### config.mk
export PLATFORM = sky130hd
export DESIGN_NAME = factorial_core
export DESIGN_NICKNAME = d
export VERILOG_FILES = /design/src/rtl/factorial_pkg.sv /design/src/rtl/factorial_shift_mul.sv /design/src/rtl/factorial_core.sv
export SDC_FILE = /design/constraint.sdc
export NUM_CORES = 1
export LEC_CHECK = 0
export BUFFER_PORTS_ARGS = -buffer_cell sky130_fd_sc_hd__buf_4
export CAP_MARGIN = 10
export CORE_MARGIN = 3
export CORE_UTILIZATION = 33
export DETAILED_ROUTE_END_ITERATION = 6
export PLACE_DENSITY_LB_ADDON = 0.3
export SYNTH_ARGS = -nofsm -noshare
export SYNTH_HDL_FRONTEND = slang
export SYNTH_SLANG_ARGS = --single-unit
### constraint.sdc
create_clock -name clk -period 6.23 [get_ports clk]
set_clock_uncertainty 0.05 [all_clocks]
set_input_delay 0.3115 -clock clk [delete_from_list [all_inputs] [get_ports clk]]
set_output_delay 0.3115 -clock clk [all_outputs]
set_load 0.01 [all_outputs]
### src/rtl/factorial_pkg.sv
// Shared constants for the factorial slave/core pair: state codes, widths, overflow limit.
package factorial_pkg;
    localparam int N_W           = 32;
    localparam int R_W           = 64;
    localparam int OVF_LIMIT_DEF = 20;

    localparam logic [3:0] ST_IDLE  = 4'h0;
    localparam logic [3:0] ST_DONE  = 4'h1;
    localparam logic [3:0] ST_CHECK = 4'h2;
    localparam logic [3:0] ST_MUL   = 4'h4;

    typedef enum logic [3:0] {
        S_IDLE  = ST_IDLE,
        S_DONE  = ST_DONE,
        S_CHECK = ST_CHECK,
        S_MUL   = ST_MUL
    } fsm_e;
endpackage

### src/rtl/factorial_shift_mul.sv
// Serial 64x32 shift-add multiplier, one multiplier bit per cycle, product mod 2^64.
module factorial_shift_mul
    import factorial_pkg::*;
(
    input  logic           clk,
    input  logic           reset_n,
    input  logic           load,
    input  logic [R_W-1:0] mcand_in,
    input  logic [N_W-1:0] mplier_in,
    output logic           busy,
    output logic           done,
    output logic [R_W-1:0] product
);
    logic [R_W-1:0] acc, mcand;
    logic [N_W-1:0] mplier;

    // product is the accumulator after adding the current bit, so the consumer
    // can capture it on the same edge that consumes the last bit
    assign product = mplier[0] ? acc + mcand : acc;
    assign done    = (mplier[N_W-1:1] == '0);

    always_ff @(posedge clk or negedge reset_n) begin
        if (!reset_n) begin
            acc    <= '0;
            mcand  <= '0;
            mplier <= '0;
            busy   <= 1'b0;
        end else if (load) begin
            acc    <= '0;
            mcand  <= mcand_in;
            mplier <= mplier_in;
            busy   <= 1'b1;
        end else if (busy) begin
            acc    <= product;
            mcand  <= mcand << 1;
            mplier <= mplier >> 1;
            if (done) busy <= 1'b0;
        end
    end
endmodule

### src/rtl/factorial_core.sv
// Iterative N! engine driven by the bus slave's start/clear level registers.
module factorial_core
    import factorial_pkg::*;
#(
    parameter int OVF_LIMIT = OVF_LIMIT_DEF
) (
    input  logic           clk,
    input  logic           reset_n,
    input  logic [N_W-1:0] N_value,
    input  logic           op_start,
    input  logic           op_clear,
    output logic [R_W-1:0] result,
    output logic [3:0]     state,
    output logic           overflow
);
    fsm_e           state_q, state_d;
    logic [N_W-1:0] k_q, k_d;
    logic [R_W-1:0] result_d;
    logic           ovf_d;
    logic           op_start_d;
    logic           start_evt;
    logic           mul_load, mul_busy, mul_done;
    logic [R_W-1:0] mul_product;

    assign start_evt = op_start & ~op_start_d;
    assign state     = state_q;

    factorial_shift_mul u_mul (
        .clk       (clk),
        .reset_n   (reset_n),
        .load      (mul_load),
        .mcand_in  (result),
        .mplier_in (k_q),
        .busy      (mul_busy),
        .done      (mul_done),
        .product   (mul_product)
    );

    always_ff @(posedge clk or negedge reset_n) begin
        if (!reset_n) begin
            state_q    <= S_IDLE;
            k_q        <= '0;
            result     <= '0;
            overflow   <= 1'b0;
            op_start_d <= 1'b0;
        end else begin
            state_q    <= state_d;
            k_q        <= k_d;
            result     <= result_d;
            overflow   <= ovf_d;
            op_start_d <= op_start;
        end
    end

    // clear wins over everything, including a coincident start edge
    always_comb begin
        state_d  = state_q;
        k_d      = k_q;
        result_d = result;
        ovf_d    = overflow;
        mul_load = 1'b0;
        if (op_clear) begin
            state_d  = S_IDLE;
            result_d = '0;
            ovf_d    = 1'b0;
        end else begin
            case (state_q)
                S_IDLE: begin
                    if (start_evt) begin
                        k_d      = N_value;
                        result_d = R_W'(1);
                        ovf_d    = (N_value > N_W'(OVF_LIMIT));
                        state_d  = S_CHECK;
                    end
                end
                S_CHECK: begin
                    if (k_q <= N_W'(1)) begin
                        state_d = S_DONE;
                    end else begin
                        mul_load = 1'b1;
                        state_d  = S_MUL;
                    end
                end
                S_MUL: begin
                    if (mul_busy && mul_done) begin
                        result_d = mul_product;
                        k_d      = k_q - N_W'(1);
                        state_d  = S_CHECK;
                    end
                end
                S_DONE: ;
                default: state_d = S_IDLE;
            endcase
        end
    end
endmodule

After elaboration in Yosys (flattened, before gate mapping)
Index checks and enable logic that the tools add are counted.
Storage, ports and cells
  bits in registers: 263
  input bits: 36
  logic and storage cells: 64
Cells by class
  $add $sub $neg: 2
  order comparisons: 2
  equality and inequality tests: 8
  muxes and demuxes: 28
  bitwise operators: 3
  reduce and logical (&&, ||, !) cells: 12
Operators by type and width (number)
  64-bit two-way mux: 8
  32-bit two-way mux: 4
  64-bit case mux with 2 select lines: 1
  64-bit adder: 1
  32-bit case mux with 2 select lines: 1
  32-bit by 5-bit greater-than comparator with 1-bit output (second input constant): 1
  32-bit by 1-bit <= comparator with 1-bit output (second input constant): 1
  32-bit by 1-bit subtractor with 32-bit output (second input constant): 1
  31-bit zero test: 1
  4-bit case mux with 4 select lines: 1
  4-bit two-way mux: 3
  1-bit two-way mux: 9
  2-bit nonzero test: 4
  2-bit != test (second input constant): 3
  3-bit != test (second input constant): 2
  3-bit AND reduction: 2
  4-bit by 1-bit == test with 1-bit output (second input constant): 1
  4-bit by 2-bit == test with 1-bit output (second input constant): 1
  4-bit by 3-bit == test with 1-bit output (second input constant): 1
  4-bit zero test: 1
  4-bit AND reduction: 1
  3-bit two-way mux: 1
  3-bit nonzero test: 1
  1-bit inverter: 2
  3 further kinds: 3

Depth between registers and ports, before layout
  depth in word-level cells: 5
  mapped depth: 13
  mapped depth without buffers: 13

Modules after synthesis
From an unflattened synthesis, not the netlist that was laid out.
Unflattened totals
  cell total of the unflattened synthesis: 1796
  area, all modules: 16483.3 um2
By module, submodules not included
  factorial_shift_mul: times used 1, cells an instance 1365, area an instance 11803.8 um2, seq. area each 4028.9 um2
  factorial_core: times used 1, cells an instance 431, area an instance 4679.5 um2, seq. area each 2527.4 um2

Worst setup path before layout
OpenSTA, ideal clock, no wires.
  path type: register -> register
  from: register u_mul.mcand[0]
  to: register result[62]
  library setup time: 0.127 ns
  arrival: 3.069 ns
  path slack: 2.984 ns
  cell stages (with the launch flop): 14
  clock period less this slack: 3.246 ns
  cells stage by stage: dfrtp_1 ha_1 inv_1 fa_1 nand2b_1 a21o_1 a21boi_0 o2111ai_1 and3_1 o211a_1 o21ai_1 a41oi_1 mux2i_1 or2_2
On the way
  longest elaborated chain between the ends: 5
Ends and longest elaborated chain
  start, declared: RTL line factorial_shift_mul.sv:14  | logic [R_W-1:0] acc, mcand;
  start signal, assigned: RTL line factorial_shift_mul.sv:30  | mcand <= mcand_in;
  start signal, assigned: RTL line factorial_shift_mul.sv:35  | mcand <= mcand << 1;
  64-bit adder: RTL line factorial_shift_mul.sv:19  | assign product = mplier[0] ? acc + mcand : acc;
  64-bit two-way mux: RTL line factorial_shift_mul.sv:19
  64-bit two-way mux: RTL line factorial_core.sv:85  | if (mul_busy && mul_done) begin
  64-bit case mux with 2 select lines: RTL line factorial_core.sv:67  | case (state_q)
  64-bit two-way mux: RTL line factorial_core.sv:62  | if (op_clear) begin
  end signal, assigned: RTL line factorial_core.sv:49  | result <= result_d;
  end, declared: RTL line factorial_core.sv:12  | output logic [R_W-1:0] result,
No other way between the ends. The select of a mux whose other input is x is not followed.
A chain may end at the register's enable or synchronous reset.

Worst setup path after layout
  from: register u_mul.mcand[0]
  to: register result[54]
The elaborated chain is that of the path after synthesis.

==> summary.md <==
| Metric | Value |
|---|---|
| Post-DP Area | 17,500 µm² |
| Asr flop ratio synth | 100% |
| Reg2reg start | u_mul.mcand[0] |
| FF-to-FF End | result[54] |
| Switching pwr | 0.00226 W |
| Synthesized flop and latch total | 262 |
| Finished Layout Cells | 2,599 |
| Hold Path Depth | 3 |
| CTS tree | done |
| CP startpoint kind | flip-flop |
| Clock Root Buffer | clkbuf_16 |
| Grt met1 use | 24.9% |
| Drt drc | 0 |
| Die height | 228 µm |
| Clock power frac | 30.5% |
| Synthesized-area fraction occupied by adder cells | 5.13% |
| Slew @ Worst Pin | between 1000 and 1500 ps |
| Clk slew on worst S/H paths | 60 ps |
| Final setup fails | 0 |
| Vias in the first global route | 13.9k |
| Sequential share of power | a little under two fifths |
| Starting Density | 33.7% |
| Critical Path Fanout Max | 6 |
| Pin count of the biggest net entering global routing | roughly 120 |
| DRT Pass-1 Iters | 5 |
| Post-CTS setup buffer count | 0 |
| Post-synth net total | 1,998 |
| Flop2flop setup slack | a little over 2000 ps |
| Commonest non-fill, non-tap cell in the layout | nand2_1 |
| ANT cells | 0 |
| Worst Setup EP | result[54] |
| Crit path time final | between 4000 and 5000 ps |
| Grt ovf | 0 |
| Setup Crit Path Kind | flip-flop to flip-flop |
| H-tree Lvls | 1 |
| Max frequency | between 200 and 250 MHz |
| Final ANT Viol Nets | 0 |
| Std-Cell Rows | 80 |
| Layout cells sized above 1 | 10.2% |
| Via density per instance | 5.49 |
| Fin area | approximately 19,000 µm² |
| Rel. slew slack | 18.6% |
| Final Max Tran Viols | 0 |
| Per-cell routed wire length | 18.1 µm |
| Final hold violation count | 0 |
| Most frequent cells in the layout | nand2_1 (272), dfrtp_1 (260), o21ai_0 (230) |
| Drt total wl | 47,000 µm |
| IO Count | 105 |
| Top_reg_cell synth | dfrtp_1 |
| Crit. End Element | flip-flop |
| Power consumption | 0.00606 W |
| Worst Path Arrival | about 4600 ps |
| Max-cap violations | 0 |
| Avg Cell Area, Syn | about 8.6 µm² |
| Pwr Density | between 300 and 400 nW/µm² |
| Resized cells post-CTS | 0 |
| Clock Path Buffers | 3 |
| HP Class | input port to flip-flop |
| Tot GR Track Use | 17.4% |
| Largest family of logic cells by synthesized area | compound AO/OA/AOI/OAI gates |
| Clk sinks | 262 |
| Int Power | 0.00380 W |
| Final Wtd Congestion | approximately 0.87 |
| Die Wd | 228 µm |
| Final HPWL DP | 31,400 µm |
| Met2 GRT Util | 27.6% |
| DR vias | 14.3k |
| R2R depth | 13 |
| Core Area | ~48,000 µm² |
| Worst-skew pair later-pin latency | 580 ps |
| Crit path required time | 6620 ps |
| Register area share after synthesis | between 40% and 50% |
| Status | finished clean |
| First-pass GRT wire length | 76,200 µm |
| Synth Cell Area | 16,200 µm² |
| Power share of the combinational group | 31.3% |
| Starting DRT DRC Count | 1,041 |
| Busiest grt layer | met2 |
| Setup TNS | 0 ps |
| Die Footprint | 51,900 µm² |
| DP Cell Count | 2,538 |
| Crit path launch | u_mul.mcand[0] |
| Port Buf Inserts | 103 |
| Final worst-path cycle share | between 60% and 70% |
| GR Util met3 | 2.96% |
| Initial antenna violation count | 0 |
| Area Growth Syn to Fin | 14.3% |
| VDD IR-drop max | 0.236 mV |
| CTS Buf Count | 30 |
| Nets | 2,023 |
| Sw frac | 37.3% |
| Distinct cells, synth | 73 |
| Synth Warn # | 0 |
| Synth Area in Simple Gates | 17.7% |
| Post-synthesis cell count | roughly 1.9k |
| Mux cell area share after synthesis | between 8 and 9% |
| Leakage | 8.91 nW |
| RSZ-0062 raised after global routing | false |
| Post-synth EDFFs | 0 |
| Synth Area in XOR/XNOR | 2.59% |
| Compound-cell area share of the yosys netlist | 21.7% |
## cell usage after synthesis (22+ instances only)
cell type  number  area share, %
xnor2_1        22            1.2
a21o_1         38            1.8
mux2i_1       136            8.4
xor2_1         26            1.4
ha_1           65            5.0
nor3_1         47            1.4
nand2_1       273            6.3
nand4_1        28            1.1
inv_1          37           0.85
o21ai_0       230            7.1
dfrtp_1       262             40
nand3_1        60            1.8
clkbuf_1      116            2.7
a21oi_1       160            4.9
nor2_1        108            2.5
a211oi_1       31            1.4
## critical path, cell delays in order, from the launching register on
cell       delay (ps)
dfrtp_1           370
ha_1              210
inv_1              70
fa_1              390
nand2b_1          190
a21o_1            170
a21boi_0          430
o2111ai_1         210
and3_1            290
o211a_1           280
o21ai_1           530
a21boi_0          340
mux2i_1           190
or2_2             310
## worst min path at each step
stage                 from    endpoint  slack, ps
2_1_floorplan      reset_n      k_q[0]        -30
6_report       N_value[23]     k_q[23]         20
3_3_place_gp       reset_n  result[21]        280
4_1_cts        N_value[23]     k_q[23]          2
3_5_place_dp       reset_n  result[21]        280
5_1_grt        N_value[20]     k_q[20]         20
## layer usage
layer / part of all wire, % / vias up
met1: 47 / 6911
met3: 5.5 / 66
met5: 0 / -
li1: - / 6908
met4: 2.2 / 0
met2: 45 / 373
## power groups by stage
stage | Clock (W) | Sequential (W) | Combinational (W)
2_1_floorplan | 0 | 0.00223 | 0.00143
3_3_place_gp | 0 | 0.00232 | 0.00184
3_5_place_dp | 0 | 0.00234 | 0.00188
4_1_cts | 0.00189 | 0.00231 | 0.00188
5_1_grt | 0.00196 | 0.00236 | 0.00211
6_report | 0.00185 | 0.00232 | 0.00190
## sequential cells by signal (all words and copies together) (netlist names)
register      flops
result           64
u_mul.acc        64
u_mul.mcand      64
k_q              32
u_mul.mplier     32
state             3
op_start_d        1
overflow          1
u_mul.busy        1
## stage by stage
step                      hold WS, ps  worst slack, ps  utilization [%]
final                            24.0             2060             38.6
after global routing             16.0             1860             38.6
after CTS                        1.56             2150             38.5
after detailed placement          281             2140             36.3
after global placement            278             2270             36.3
after floorplan                 -34.1             2980                -
## final cells by class
| cell class | instances | area [µm²] |
|---|---|---|
| clock inverter | 12 | 141 |
| inverter | 37 | 139 |
| tap | 656 | 821 |
| clock buffer | 42 | 887 |
| timing repair buffer | 125 | 993 |
| multi-input combinational | 1465 | 9030 |
| fill | 4828 | 29600 |
| sequential | 262 | 6560 |
## cell families after synthesis
family          count (synthesis)
simple gates                  625
compound gates                589
flops                         262
buf+inv                       169
mux                           136
fa+ha+maj                      66
xor+xnor                       48
other cells                     1
## repair_timing
| action | 4_1_cts | 5_1_grt |
|---|---|---|
| setup endpoints to repair | 0 | 0 |
| endpoints found under the hold margin | 79 | 0 |
| hold buffers | 6 | 0 |
Note: power is estimated with default switching activity, not from simulation.
